`src/rtl/vertex_unproject_pkg.sv`:
```
// Shared half-float types, FSM state encoding and the rounding helper used by the float IPs.
package vertex_unproject_pkg;

  typedef logic [15:0]       f16;
  typedef logic [1:0][15:0]  vec2_f16;  // [0]=x, [1]=y
  typedef logic [2:0][15:0]  vec3_f16;  // [0]=x, [1]=y, [2]=z

  typedef enum logic [2:0] {
    StFlush,
    StIdle,
    StDiv,
    StMul,
    StOut
  } unproject_state_t;

  localparam f16 F16Zero = 16'h0000;
  localparam f16 F16Nan  = 16'h7E00;

  // Round-to-nearest-even and pack; overflow saturates to Inf, underflow flushes to signed zero.
  function automatic f16 f16_round(input logic sign, input int e_in, input logic [9:0] frac,
                                   input logic rnd, input logic sticky);
    logic [10:0] f;
    int          e;
    f = {1'b0, frac} + ((rnd && (sticky || frac[0])) ? 11'd1 : 11'd0);
    e = e_in + (f[10] ? 1 : 0);
    if (e >= 31) return {sign, 5'h1F, 10'h000};
    if (e <= 0)  return {sign, 15'h0000};
    return {sign, e[4:0], f[9:0]};
  endfunction

endpackage

```
`src/rtl/vertex_unproject_if.sv`:
```
// Point-in / vertex-out handshake bundle for vertex_unproject.
interface vertex_unproject_if;
  import vertex_unproject_pkg::*;

  logic    in_valid;
  logic    in_ready;
  vec2_f16 screen_pt;
  f16      depth;
  logic    out_valid;
  logic    out_ready;
  vec3_f16 vertex_3d;
  logic    depth_err;

  modport master (
    output in_valid, screen_pt, depth, out_ready,
    input  in_ready, out_valid, vertex_3d, depth_err
  );

  modport slave (
    input  in_valid, screen_pt, depth, out_ready,
    output in_ready, out_valid, vertex_3d, depth_err
  );
endinterface

```
`src/rtl/float_divide.sv`:
```
// Pipelined f16 divide (a/b), fixed latency; subnormals flush to zero.
module float_divide
  import vertex_unproject_pkg::*;
#(
  parameter int unsigned Latency = 15
) (
  input  logic clk_i,
  input  logic a_tvalid_i,
  input  f16   a_tdata_i,
  input  logic b_tvalid_i,
  input  f16   b_tdata_i,
  output logic res_tvalid_o,
  output f16   res_tdata_o
);

  logic [Latency-1:0] vld_q;
  f16                 dat_q [Latency];
  f16                 res;

  // Combinational quotient with specials, then delayed by the pipeline below.
  always_comb begin
    logic        sign, a_nan, b_nan, a_inf, b_inf, a_zero, b_zero, rem_nz;
    logic [23:0] num, den;
    logic [13:0] q;
    logic [12:0] norm;
    int          e;
    sign   = a_tdata_i[15] ^ b_tdata_i[15];
    a_nan  = (a_tdata_i[14:10] == 5'h1F) && (a_tdata_i[9:0] != 10'd0);
    b_nan  = (b_tdata_i[14:10] == 5'h1F) && (b_tdata_i[9:0] != 10'd0);
    a_inf  = (a_tdata_i[14:10] == 5'h1F) && (a_tdata_i[9:0] == 10'd0);
    b_inf  = (b_tdata_i[14:10] == 5'h1F) && (b_tdata_i[9:0] == 10'd0);
    a_zero = (a_tdata_i[14:10] == 5'h00);
    b_zero = (b_tdata_i[14:10] == 5'h00);
    num    = {1'b1, a_tdata_i[9:0], 13'd0};
    den    = {13'd0, 1'b1, b_tdata_i[9:0]};
    q      = 14'(num / den);
    rem_nz = (num % den) != 24'd0;
    norm   = q[13] ? q[12:0] : {q[11:0], 1'b0};
    e      = int'(a_tdata_i[14:10]) - int'(b_tdata_i[14:10]) + 15 - (q[13] ? 0 : 1);
    res    = f16_round(sign, e, norm[12:3], norm[2], (|norm[1:0]) || rem_nz);
    if (a_nan || b_nan || (a_zero && b_zero) || (a_inf && b_inf)) res = F16Nan;
    else if (a_inf || b_zero)                                     res = {sign, 5'h1F, 10'h000};
    else if (a_zero || b_inf)                                     res = {sign, 15'h0000};
  end

  // Delay line: valid and data advance together every cycle.
  always_ff @(posedge clk_i) begin
    vld_q[0] <= a_tvalid_i & b_tvalid_i;
    dat_q[0] <= res;
    for (int unsigned i = 1; i < Latency; i++) begin
      vld_q[i] <= vld_q[i-1];
      dat_q[i] <= dat_q[i-1];
    end
  end

  assign res_tvalid_o = vld_q[Latency-1];
  assign res_tdata_o  = dat_q[Latency-1];

endmodule

```
`src/rtl/float_multiply.sv`:
```
// Pipelined f16 multiply, fixed latency; subnormals flush to zero.
module float_multiply
  import vertex_unproject_pkg::*;
#(
  parameter int unsigned Latency = 6
) (
  input  logic clk_i,
  input  logic a_tvalid_i,
  input  f16   a_tdata_i,
  input  logic b_tvalid_i,
  input  f16   b_tdata_i,
  output logic res_tvalid_o,
  output f16   res_tdata_o
);

  logic [Latency-1:0] vld_q;
  f16                 dat_q [Latency];
  f16                 res;

  // Combinational product with specials, then delayed by the pipeline below.
  always_comb begin
    logic        sign, a_nan, b_nan, a_inf, b_inf, a_zero, b_zero;
    logic [21:0] prod;
    logic [20:0] norm;
    int          e;
    sign   = a_tdata_i[15] ^ b_tdata_i[15];
    a_nan  = (a_tdata_i[14:10] == 5'h1F) && (a_tdata_i[9:0] != 10'd0);
    b_nan  = (b_tdata_i[14:10] == 5'h1F) && (b_tdata_i[9:0] != 10'd0);
    a_inf  = (a_tdata_i[14:10] == 5'h1F) && (a_tdata_i[9:0] == 10'd0);
    b_inf  = (b_tdata_i[14:10] == 5'h1F) && (b_tdata_i[9:0] == 10'd0);
    a_zero = (a_tdata_i[14:10] == 5'h00);
    b_zero = (b_tdata_i[14:10] == 5'h00);
    prod   = 22'({1'b1, a_tdata_i[9:0]}) * 22'({1'b1, b_tdata_i[9:0]});
    norm   = prod[21] ? prod[20:0] : {prod[19:0], 1'b0};
    e      = int'(a_tdata_i[14:10]) + int'(b_tdata_i[14:10]) - 15 + (prod[21] ? 1 : 0);
    res    = f16_round(sign, e, norm[20:11], norm[10], |norm[9:0]);
    if (a_nan || b_nan || (a_inf && b_zero) || (b_inf && a_zero)) res = F16Nan;
    else if (a_inf || b_inf)                                      res = {sign, 5'h1F, 10'h000};
    else if (a_zero || b_zero)                                    res = {sign, 15'h0000};
  end

  // Delay line: valid and data advance together every cycle.
  always_ff @(posedge clk_i) begin
    vld_q[0] <= a_tvalid_i & b_tvalid_i;
    dat_q[0] <= res;
    for (int unsigned i = 1; i < Latency; i++) begin
      vld_q[i] <= vld_q[i-1];
      dat_q[i] <= dat_q[i-1];
    end
  end

  assign res_tvalid_o = vld_q[Latency-1];
  assign res_tdata_o  = dat_q[Latency-1];

endmodule

```
`src/rtl/vertex_unproject.sv`:
```
// Reconstructs a view-space vertex from a screen point and depth: x,y = s * (-z / near).
module vertex_unproject
  import vertex_unproject_pkg::*;
#(
  parameter int unsigned DivLatency = 15,
  parameter int unsigned MulLatency = 6
) (
  input  logic              clk_i,
  input  logic              rst_i,
  input  f16                cam_near_clip_i,
  vertex_unproject_if.slave bus_io
);

  localparam int unsigned FlushCycles = DivLatency + MulLatency + 1;
  localparam logic [5:0]  FlushInit   = 6'(FlushCycles);

  unproject_state_t state_q, state_d;
  logic [5:0]       flush_cnt_q, flush_cnt_d;
  f16               xs_q, xs_d, ys_q, ys_d, z_q, z_d, near_q, near_d;
  f16               scale_q, scale_d, x_q, x_d, y_q, y_d;
  logic             err_q, err_d, div_sent_q, div_sent_d, mul_res_q, mul_res_d;
  logic [1:0]       mul_iss_q, mul_iss_d;

  logic in_ready, out_valid, input_bad;
  logic div_in_valid, div_out_valid, mul_in_valid, mul_out_valid;
  f16   div_a, div_res, mul_a, mul_res;

  assign in_ready  = (state_q == StIdle) && !rst_i;
  assign out_valid = (state_q == StOut) && !rst_i;
  // Depth must be strictly negative (-0 rejected) and near strictly positive.
  assign input_bad = !bus_io.depth[15] || (bus_io.depth[14:0] == 15'd0) ||
                     cam_near_clip_i[15] || (cam_near_clip_i[14:0] == 15'd0);
  assign div_a     = {~z_q[15], z_q[14:0]};

  assign bus_io.in_ready  = in_ready;
  assign bus_io.out_valid = out_valid;
  assign bus_io.vertex_3d = out_valid ? {z_q, y_q, x_q} : '0;
  assign bus_io.depth_err = out_valid & err_q;

  float_divide #(.Latency(DivLatency)) u_div (
    .clk_i        (clk_i),
    .a_tvalid_i   (div_in_valid),
    .a_tdata_i    (div_a),
    .b_tvalid_i   (div_in_valid),
    .b_tdata_i    (near_q),
    .res_tvalid_o (div_out_valid),
    .res_tdata_o  (div_res)
  );

  float_multiply #(.Latency(MulLatency)) u_mul (
    .clk_i        (clk_i),
    .a_tvalid_i   (mul_in_valid),
    .a_tdata_i    (mul_a),
    .b_tvalid_i   (mul_in_valid),
    .b_tdata_i    (scale_q),
    .res_tvalid_o (mul_out_valid),
    .res_tdata_o  (mul_res)
  );

  // Next-state and IP issue logic; IP results are only consumed in the state awaiting them.
  always_comb begin
    state_d      = state_q;
    flush_cnt_d  = flush_cnt_q;
    xs_d         = xs_q;
    ys_d         = ys_q;
    z_d          = z_q;
    near_d       = near_q;
    scale_d      = scale_q;
    x_d          = x_q;
    y_d          = y_q;
    err_d        = err_q;
    div_sent_d   = div_sent_q;
    mul_res_d    = mul_res_q;
    mul_iss_d    = mul_iss_q;
    div_in_valid = 1'b0;
    mul_in_valid = 1'b0;
    mul_a        = xs_q;
    case (state_q)
      StFlush: begin
        if (flush_cnt_q == 6'd0) state_d = StIdle;
        else                     flush_cnt_d = flush_cnt_q - 6'd1;
      end
      StIdle: begin
        if (bus_io.in_valid && in_ready) begin
          xs_d       = bus_io.screen_pt[0];
          ys_d       = bus_io.screen_pt[1];
          z_d        = bus_io.depth;
          near_d     = cam_near_clip_i;
          x_d        = F16Zero;
          y_d        = F16Zero;
          div_sent_d = 1'b0;
          mul_iss_d  = 2'd0;
          mul_res_d  = 1'b0;
          err_d      = input_bad;
          state_d    = input_bad ? StOut : StDiv;
        end
      end
      StDiv: begin
        div_in_valid = !div_sent_q;
        div_sent_d   = 1'b1;
        if (div_sent_q && div_out_valid) begin
          scale_d = div_res;
          state_d = StMul;
        end
      end
      StMul: begin
        if (mul_iss_q != 2'd2) begin
          mul_in_valid = 1'b1;
          mul_a        = (mul_iss_q == 2'd0) ? xs_q : ys_q;
          mul_iss_d    = mul_iss_q + 2'd1;
        end
        if (mul_out_valid) begin
          if (!mul_res_q) begin
            x_d       = mul_res;
            mul_res_d = 1'b1;
          end else begin
            y_d     = mul_res;
            state_d = StOut;
          end
        end
      end
      StOut: begin
        if (bus_io.out_ready) state_d = StIdle;
      end
      default: state_d = StFlush;
    endcase
  end

  // State registers; reset abandons any transaction and restarts the drain window.
  always_ff @(posedge clk_i) begin
    if (rst_i) begin
      state_q     <= StFlush;
      flush_cnt_q <= FlushInit;
      xs_q        <= F16Zero;
      ys_q        <= F16Zero;
      z_q         <= F16Zero;
      near_q      <= F16Zero;
      scale_q     <= F16Zero;
      x_q         <= F16Zero;
      y_q         <= F16Zero;
      err_q       <= 1'b0;
      div_sent_q  <= 1'b0;
      mul_res_q   <= 1'b0;
      mul_iss_q   <= 2'd0;
    end else begin
      state_q     <= state_d;
      flush_cnt_q <= flush_cnt_d;
      xs_q        <= xs_d;
      ys_q        <= ys_d;
      z_q         <= z_d;
      near_q      <= near_d;
      scale_q     <= scale_d;
      x_q         <= x_d;
      y_q         <= y_d;
      err_q       <= err_d;
      div_sent_q  <= div_sent_d;
      mul_res_q   <= mul_res_d;
      mul_iss_q   <= mul_iss_d;
    end
  end

endmodule

```
`src/flat_wrapper.sv`:
```
// flat-port wrapper written by rule: the top's interface ports become plain ports
module vertex_unproject_flat import vertex_unproject_pkg::*;
#(
  parameter int unsigned DivLatency = 15,
  parameter int unsigned MulLatency = 6
)
  (clk_i, rst_i, cam_near_clip_i, bus_io_in_valid, bus_io_screen_pt, bus_io_depth, bus_io_out_ready, bus_io_in_ready, bus_io_out_valid, bus_io_vertex_3d, bus_io_depth_err);
  vertex_unproject_if bus_io_i ();
  input  logic clk_i;
  input  logic rst_i;
  input  f16 cam_near_clip_i;
  input wire logic [$bits(bus_io_i.in_valid)-1:0] bus_io_in_valid;
  input wire logic [$bits(bus_io_i.screen_pt)-1:0] bus_io_screen_pt;
  input wire logic [$bits(bus_io_i.depth)-1:0] bus_io_depth;
  input wire logic [$bits(bus_io_i.out_ready)-1:0] bus_io_out_ready;
  output wire logic [$bits(bus_io_i.in_ready)-1:0] bus_io_in_ready;
  output wire logic [$bits(bus_io_i.out_valid)-1:0] bus_io_out_valid;
  output wire logic [$bits(bus_io_i.vertex_3d)-1:0] bus_io_vertex_3d;
  output wire logic [$bits(bus_io_i.depth_err)-1:0] bus_io_depth_err;
  assign bus_io_i.in_valid = bus_io_in_valid;
  assign bus_io_i.screen_pt = bus_io_screen_pt;
  assign bus_io_i.depth = bus_io_depth;
  assign bus_io_i.out_ready = bus_io_out_ready;
  assign bus_io_in_ready = bus_io_i.in_ready;
  assign bus_io_out_valid = bus_io_i.out_valid;
  assign bus_io_vertex_3d = bus_io_i.vertex_3d;
  assign bus_io_depth_err = bus_io_i.depth_err;
  vertex_unproject #(.DivLatency(DivLatency), .MulLatency(MulLatency)) u_core (.clk_i(clk_i), .rst_i(rst_i), .cam_near_clip_i(cam_near_clip_i), .bus_io(bus_io_i));
endmodule
```
`config.mk`:
```
export PLATFORM = sky130hd
export DESIGN_NAME = vertex_unproject_flat
export DESIGN_NICKNAME = d
export VERILOG_FILES = /design/src/rtl/vertex_unproject_pkg.sv /design/src/rtl/vertex_unproject_if.sv /design/src/rtl/float_divide.sv /design/src/rtl/float_multiply.sv /design/src/rtl/vertex_unproject.sv /design/src/flat_wrapper.sv
export SDC_FILE = /design/constraint.sdc
export NUM_CORES = 1
export LEC_CHECK = 0
export BUFFER_PORTS_ARGS = -buffer_cell sky130_fd_sc_hd__buf_2
export CELL_PAD_IN_SITES_DETAIL_PLACEMENT = 0
export CELL_PAD_IN_SITES_GLOBAL_PLACEMENT = 1
export CORE_ASPECT_RATIO = 0.9
export CORE_MARGIN = 4
export CORE_UTILIZATION = 52
export CTS_BUF_LIST = sky130_fd_sc_hd__clkbuf_16
export CTS_CLUSTER_SIZE = 24
export DETAILED_ROUTE_END_ITERATION = 7
export PLACE_DENSITY_LB_ADDON = 0.1
export SYNTH_ARGS = -nofsm -noshare
export SYNTH_HDL_FRONTEND = slang
export SYNTH_HIERARCHICAL = 1
export SYNTH_SLANG_ARGS = --single-unit
```
`constraint.sdc`:
```
create_clock -name clk_i -period 61.2 [get_ports clk_i]
set_input_delay 3.06 -clock clk_i [delete_from_list [all_inputs] [get_ports clk_i]]
set_output_delay 3.06 -clock clk_i [all_outputs]
set_load 0.02 [all_outputs]
```
# Word level (Yosys, flattened, before mapping)
# Memories as Yosys holds them, arrays and structs flattened. A register that Yosys moved wholly into a read port is not among the register bits.
# Cells that the tools add are included.
# classes
add_sub_neg	12
multipliers	1
div_mod_pow	2
n_lt_le_gt_ge	4
eq_ne	17
n_mux	55
n_bitwise	5
n_reduce_logical	68
# ops
operator	count
2-to-1 mux 16 bit	22
case mux 16 bit (2 select lines)	2
2-to-1 mux 48 bit	1
zero test 10 bit	4
nonzero test 10 bit	4
zero test 15 bit	2
divider 24 x 11 -> 24 bit	1
modulo 24 x 11 -> 24 bit	1
nonzero test 24 bit	1
adder 10 x 1 -> 11 bit	2
multiplier 11 x 11 -> 22 bit	1
2-to-1 mux 21 bit	1
2-to-1 mux 3 bit	7
== test 5 bit (second input constant)	4
zero test 5 bit	4
adder 8 x 2 -> 9 bit	2
>= comparator 9 x 6 -> 1 bit (second input constant)	2
<= comparator 9 x 1 -> 1 bit (second input constant)	2
logical AND 1 bit	18
logical OR 1 bit	16
2-to-1 mux 1 bit	15
case mux 3 bit (5 select lines)	1
2-to-1 mux 13 bit	1
!= test 2 bit (second input constant)	5
29 further kinds	45
# totals
register_bits	131
ram_bits	336
mem_count	2
# memory_table
name	words	word_bits	rd	rd_clocked_by_memory_dff	write_ports	line	source
u_core.u_div.dat_q	15	16	15	1	15	float_divide.sv:17	f16 dat_q [Latency];
u_core.u_mul.dat_q	6	16	6	0	6	float_multiply.sv:17	f16 dat_q [Latency];

# Depth between registers and ports, before layout
# Gate-level depths: netlist of the first run.
# depth
word_depth	21
ltp_mapped	233

# Hierarchy
# Netlist of the first run, hierarchy kept.
# modules_own_cells
mod	n_inst	cells_per_inst	area_each_um2	seq_area_each_um2
float_divide	1	2020	17080.1	5104.9
float_multiply	1	793	7488.4	2042.0
vertex_unproject	1	669	5293.8	2522.4

# Worst setup path after synthesis of the first run
# No wires, ideal clock.
# synth_path
path_kind	reg2reg
from	register u_core.near_q[0]
to	memory u_core/u_div/dat_q[0][0] (netlist name)
setup_time_ns	0.118
arrival_ns	40.810
slack_ns	20.272
path_stages_with_launch	228
synth_period_minus_slack_ns	40.928
path_cell_list	dfxtp_1 > buf_2 > inv_1 > clkbuf_1 > clkbuf_1 > ha_1 > o211ai_1 > a21o_1 > a21oi_2 > nor2_4 > inv_2 > clkbuf_1 > clkbuf_1 > buf_1 > nand2_1 > nand2_1 > ha_1 > nand3_1 > [192 not listed] > nor3_1 > ha_1 > o211ai_1 > nand2b_1 > nor3_1 > fa_1 > ha_1 > fa_1 > a21o_1 > nor2_1 > xor2_1 > o22ai_1 > nand3_1 > nand3_1 > clkbuf_1 > nor4_1 > a31oi_1 > nand2_1
# synth_rtl
element	line	source
start: declaration	vertex_unproject.sv:19	f16 xs_q, xs_d, ys_q, ys_d, z_q, z_d, near_q, near_d;
start signal: assignment	vertex_unproject.sv:137	near_q <= F16Zero;
start signal: assignment	vertex_unproject.sv:151	near_q <= near_d;
end: declaration	float_divide.sv:17	

==> impl_results.md, run 1 <==
* Starting Density at 52.5%
* Routed wire length at 78.5 mm
* EDFF count, synth at 0
* DP HPWL at 59.9 mm
* PortBufs at 118
* P&R area growth vs syn at 8.25%
* Synth warn at 6
* Seq cells post-synth at 483
* Sequential fraction of the synthesis area at 32.4%
* Rows at 83
* CP Max Fanout at 37
* Final Hold Fails at 0
* RD Place Congestion at 0.923
* Multi-input gate area at 0.0187 sq mm
* Routed len/inst at 18.2 um
* Critical Path Source Type: register
* Share of cells above drive strength 1 at 9.53%
* I/O Pins at 119
* Clk pin slew, worst setup/hold paths at 0.07 ns
* Syn Nets at 3857
* Inserted Diodes at 0
* # DRC at 0
* Worst Path Arrival at 46.99 ns
* Core footprint at 0.0569 sq mm
* Status: finished clean
* Antenna-violating nets left at 0
* Post-CTS sizing at 0
* Fin crit period at 46.51 ns
* Tot GR Track Use at 24.7%
* Syn_area_per_cell at 8.58 sq um
* # hold bufs at CTS at 0
* Slew HR at 19.8%
* Starting DRC count in detailed routing at 1778
* Clk root buf: clkbuf_16
* Netlist cell types at 120
* RSZ-0062 raised after global routing: no
* Fill cells at 5190
* Hold crit path type: reg -> reg
* Synth async-reset ratio at 0%
* Largest net degree at the start of global routing at 87
* Worst-Skew Late Latency at 0.56 ns
* Final setup TNS at 0 ns
* Post-Syn Instances at 3482
* Die H at 235 um
* Die Wd at 261 um
* Max-slew violation count at 0
* Peak Freq at 0.0215 GHz
* Die Area at 0.0613 sq mm
* Vias post-DR at 25000
* Final Cycle Share at 76.0%
* Crit Path Class: reg -> reg
* Crit-path most repeated cell: o21a_1
* Max_cap viols at 0
* Initial antenna violation count at 0
* Clock sink count at 483
* Nets at 3895
* Slowest stage delay, CP at 0.69 ns
* Crit-path slowest cell: or3_1
* CTS tree: done
* Htree depth at 2
* Max Root-Sink Buffers at 3
* Vias in the first global route at 24100
* TritonRoute pass-1 iters at 5
* Combined flip-flop and latch cell area at 0.00967 sq mm
* GRT overflow at 0
* Main synth FF type: dfxtp_1
* Mapped Area at 0.0299 sq mm
* Critical Path RT at 61.68 ns
* Final setup violation count at 0
* Via-per-instance ratio at 5.78
* Total setup buffers inserted after CTS at 0
* Slew @ Worst Pin at 1.20 ns
* First-pass GRT wire length at 126 mm
* CTS buffer count at 45
* Clock skew at 0.0362 ns
* Crit. End Element: register
==> cells in the mapped netlist (26+ instances only) <==
cell type    n  share of area, %
a21o_1      88               2.2
a21oi_1    217               3.6
and2_1     102               2.1
and3_1      28              0.59
buf_2       33              0.55
clkbuf_1    76              0.96
dfxtp_1    483                32
fa_1        86               5.8
ha_1       221               9.3
inv_1      203               2.6
mux2_2      37               1.4
mux2i_1     38               1.3
nand2_1    449               5.6
nand2b_1    52               1.1
nand3_1     96               1.6
nand4_1     36              0.75
nor2_1     214               2.7
nor2b_1     35              0.73
nor3_1      87               1.5
nor4_1      32              0.67
o211ai_1    26              0.65
o21a_1      60               1.5
o21ai_0    151               2.5
o31ai_1     37              0.93
xnor2_1    111               3.3
xor2_1      53               1.6
==> path summary, 6_finish.rpt <==
kind,startpoint,to,slack [ns],depth (start not counted)
setup / recovery,u_core/near_q[0],u_core/u_div/dat_q[0][9],14.69,205
hold / removal,u_core/u_div/dat_q[0][118],u_core/u_div/dat_q[1][6],0.31,0
setup reg to reg,u_core/near_q[0],u_core/u_div/dat_q[0][9],14.69,205
hold reg to reg,u_core/u_div/dat_q[0][118],u_core/u_div/dat_q[1][6],0.31,0
==> routing by layer <==
metal  wire, um  track usage (%)
met5          0                0
met4       1900             6.36
met3       3270             2.56
met2      39000             44.1
met1      34400             31.9
==> worst max-delay path, delay by kind of cell (launching register included) <==
kind | cells | cell delay (ns)
AOI/OAI and AO/OA | 107 | 21.96
and+or+nand+nor | 69 | 14.39
adders and majority gates | 18 | 5.91
buffers and inverters | 6 | 2.14
muxes | 4 | 1.31
DFF | 1 | 0.31
xor gates and xnor gates | 1 | 0.25
==> state kept, by name, indices dropped and copies added (netlist names) <==
register / cells
u_core/err_q: 1
u_core/near_q: 16
u_core/u_mul/dat_q: 96
u_core/ys_q: 16
u_core/mul_res_q: 1
u_core/u_mul/vld_q: 6
u_core/u_div/dat_q: 240
u_core/xs_q: 16
u_core/div_sent_q: 1
u_core/state_q: 3
u_core/y_q: 16
u_core/flush_cnt_q: 6
u_core/x_q: 16
u_core/mul_iss_q: 2
u_core/z_q: 16
u_core/scale_q: 16
u_core/u_div/vld_q: 15
==> cells by family after synthesis <==
| family | synth area share, % |
|---|---|
| AND/OR/NAND/NOR | 21.6 |
| AO/OA/AOI/OAI | 18.5 |
| flip-flops | 32.4 |
| buffers and inverters | 4.94 |
| adder cells (fa/ha/maj) | 15.0 |
| XOR/XNOR | 4.86 |
| multiplexers | 2.77 |
==> cell usage in the layout, fill, tap and decap left out, drive strengths merged, types with 34 or more instances in the layout <==
master	instances
a21oi	221
nand4	37
xor2	54
fa	86
nor4	34
ha	221
xnor2	111
mux2	39
and2	103
mux2i	38
a21o	88
nand3	98
nand2b	52
o21a	60
clkbuf	45
nor3	90
o31ai	38
nand2	453
inv	216
o21ai	171
nor2b	35
nor2	219
buf	134
dfxtp	483
==> area by class of cell <==
cell class,instances,share of cell area [%]
Multi-Input combinational cell,2650,58.0
Timing Repair Buffer,134,2.20
Clock inverter,38,1.10
Tap cell,765,2.96
Sequential cell,483,29.9
Inverter,206,2.39
Clock buffer,45,3.48
==> through the flow <==
step                      utilization [%]  hold slack [ns]  std cells  setup slack, ns  instance area [sq um]
after detailed placement             54.2            0.312       4238            15.27                  30800
after global placement               54.2            0.310       4238            16.45                  30800
final                                56.8            0.305       4321            14.69                  32300
after global routing                 56.8            0.310       4321            10.40                  32300
after CTS                            56.8            0.305       4321            15.07                  32300
after floorplan                         -            0.310       3482            20.27                  29900
Power of run 1 is left out: the tool's default activity adds up to more than one toggle a clock period on the data nets, which glitch-free logic cannot reach.
==> run 2: changes to the inputs <==
--- a/config.mk
+++ b/config.mk
@@ -10,7 +10,7 @@
 export CELL_PAD_IN_SITES_GLOBAL_PLACEMENT = 1
 export CORE_ASPECT_RATIO = 0.9
 export CORE_MARGIN = 4
-export CORE_UTILIZATION = 52
+export CORE_UTILIZATION = 48
 export CTS_BUF_LIST = sky130_fd_sc_hd__clkbuf_16
 export CTS_CLUSTER_SIZE = 24
 export DETAILED_ROUTE_END_ITERATION = 7
==> constraint.sdc (replaced) <==
create_clock -name clk_i -period 46 [get_ports clk_i]
set_input_delay 2.3 -clock clk_i [delete_from_list [all_inputs] [get_ports clk_i]]
set_output_delay 2.3 -clock clk_i [all_outputs]
set_load 0.02 [all_outputs]
==> run 2 against run 1 <==
Net effect:
- sequential cell count is the same
- maximum frequency increased by 10%
- via count decreased by 0.53%
- register-to-register slack worse by 11 ns
- sequential share of layout area fell by 0.35 points
- non-clock buffer count rose by 29
- highest routed layer unchanged
- design area up 1.2%
- critical path depth fell by 3
- global-route usage down 1.5 points
==> impl_results.md, run 2 (synthesized netlist as in run 1, its figures left out) <==
* Met1 Track Usage GR at 30.2% (-1.7 points)
* Initial antenna violation count at 0 (unchanged)
* Slew HR at 22.2% (+2.4 points)
* RSZ-0062 raised after global routing: no
* Clock skew at 0.0237 ns (-0.0126 ns)
* Die Area at 0.0663 sq mm (+8.1%)
* Register with the most flip-flops: u_core/u_div/dat_q
* Clk pin slew, worst setup/hold paths at 0.06 ns (about the same)
* Worst-Skew Late Latency at 0.55 ns (about the same)
* Commonest non-fill, non-tap cell in the layout: dfxtp_1
* Crit Path Class: reg -> reg
* Final Cycle Share at 91.9% (+16 points)
* Vias in the first global route at 24400 (+0.96%)
* Rows at 86 (+3.6%)
* Final core occ at 53.2% (-3.6 points)
* Status: finished clean
* CP Max Fanout at 37 (unchanged)
* Antenna-violating nets left at 0 (unchanged)
* GRT busiest layer: met2
* Max reg flops at 240 (unchanged)
* Tot GR Track Use at 23.2% (-1.5 points)
* Final setup TNS at 0 ns (unchanged)
* Critical Path Source Type: register
* Final Hold Fails at 0 (unchanged)
* Largest net degree at the start of global routing at 81 (-6.9%)
* RD Place Congestion at 0.891 (-3.5%)
* Peak Freq at 0.0237 GHz (+10%)
* Met3 GRT Util at 2.44% (-0.12 points)
* Crit-path slowest cell: dfxtp_1
* Htree depth at 2 (unchanged)
* Die H at 245 um (+3.9%)
* Routed len/inst at 17.8 um (-2.2%)
* Slew @ Worst Pin at 1.16 ns (-0.0450 ns)
* Critical Path RT at 46.49 ns (-15.19 ns)
* Combined flip-flop and latch cell area at 0.00967 sq mm (unchanged)
* Biggest regs: u_core/u_div/dat_q: 240 flops, u_core/u_mul/dat_q: 96 flops
* Worst Path Arrival at 42.74 ns (-4.25 ns)
* Most frequent cells in the layout: dfxtp_1 (483), nand2_1 (449), ha_1 (221)
* Vias post-DR at 24900 (-0.53%)
* Clk root buf: clkbuf_16
* Placement Setup Slack at 1.39 ns (-13.89 ns)
* Clock sink count at 483 (unchanged)
* Crit. End Element: register
* Routed wire length at 78.6 mm (about the same)
* CTS tree: done
* PortBufs at 118 (unchanged)
* Via-per-instance ratio at 5.62 (-2.8%)
* Starting Density at 48.6% (-3.9 points)
* Share of cells above drive strength 1 at 10.6% (+1.1 points)
* Inserted Diodes at 0 (unchanged)
* Setup ws final at 3.75 ns (-10.94 ns)
* Multi-input gate area at 0.0188 sq mm (+0.33%)
* GRT overflow at 0 (unchanged)
* Hold crit path type: reg -> reg
* M2 GR Usage at 41.5% (-2.7 points)
* Final setup violation count at 0 (unchanged)
* Fill cells at 5730 (+10%)
* P&R area growth vs syn at 9.52%
* First-pass GRT wire length at 128 mm (+1.7%)
* Nets at 3925 (+0.77%)
* CTS buffer count at 45 (unchanged)
* Max_cap viols at 0 (unchanged)
* Max Root-Sink Buffers at 3 (unchanged)
* DP HPWL at 60.9 mm (+1.6%)
* Max-slew violation count at 0 (unchanged)
* Starting DRC count in detailed routing at 1536 (-14%)
* # DRC at 0 (unchanged)
* TritonRoute pass-1 iters at 6 (+1)
* Slowest stage delay, CP at 0.67 ns (-0.02 ns)
* Crit-path most repeated cell: o21a_1
* Fin crit period at 42.25 ns (-4.26 ns)
* I/O Pins at 119 (unchanged)
* Core footprint at 0.0614 sq mm (+8.0%)
* Die Wd at 271 um (+4.0%)
==> run 2: changes by cell type in the layout (fill, tap and decap cells not counted), moves of 2 or more <==
cell	before	now
buf_4	16	45
bufinv_16	3	5
clkinv_4	4	0
nor2_4	2	4
inv_6	4	1
inv_1	208	204
a21oi_1	217	215
clkinvlp_4	5	10
nor2_2	4	2
clkinv_2	6	9
a21oi_2	3	5
==> run 2: metal layers <==
layer	share of wire, %	up-vias
met5	0	-
met1	45	11900
li1	-	12300
met2	49	553
met3	4.1	95
met4	1.8	0
==> run 2: layout make-up <==
cell class | instances | area share (%)
repair inverters | 1 | 0.0153
clock buffers | 45 | 3.44
repair buffers | 163 | 2.84
clock inverters | 36 | 1.05
inverters | 206 | 2.42
well taps | 836 | 3.20
flip-flops and latches | 483 | 29.6
multi-input cells | 2650 | 57.5
==> run 2: final timing paths <==
check / from / end / slack, ns / cells past startpoint
max: u_core/near_q[1] / u_core/u_div/dat_q[0][9] / 3.75 / 202
min: u_core/u_div/dat_q[1][54] / u_core/u_div/dat_q[1][70] / 0.30 / 0
max reg2reg: u_core/near_q[1] / u_core/u_div/dat_q[0][9] / 3.75 / 202
min reg2reg: u_core/u_div/dat_q[1][54] / u_core/u_div/dat_q[1][70] / 0.30 / 0
==> run 2: critical path, delay by kind of cell (launching register included) <==
| kind | cells | cell delay [ns] |
|---|---|---|
| buffers and inverters | 6 | 1.41 |
| AO/OA/AOI/OAI | 105 | 20.38 |
| multiplexers | 5 | 1.69 |
| flip-flops | 1 | 0.67 |
| adder cells (fa/ha/maj) | 17 | 5.62 |
| AND/OR/NAND/NOR | 68 | 12.01 |
| XOR/XNOR | 1 | 0.24 |
==> run 2: repair_timing <==
item,4_1_cts,5_1_grt
setup endpoints to repair,0,15
gates resized for setup,0,21
hold buffers,0,0
setup buffers,0,18
==> run 2: per-stage QoR <==
step	cells	instance area, sq um	hold WS [ns]
floorplan	3482	29900	0.310
finish	4420	32700	0.304
global placement	4320	31000	0.310
detailed placement	4320	31000	0.312
global route	4420	32700	0.322
CTS	4401	32500	0.310
Power of run 2 is left out for the same reason.
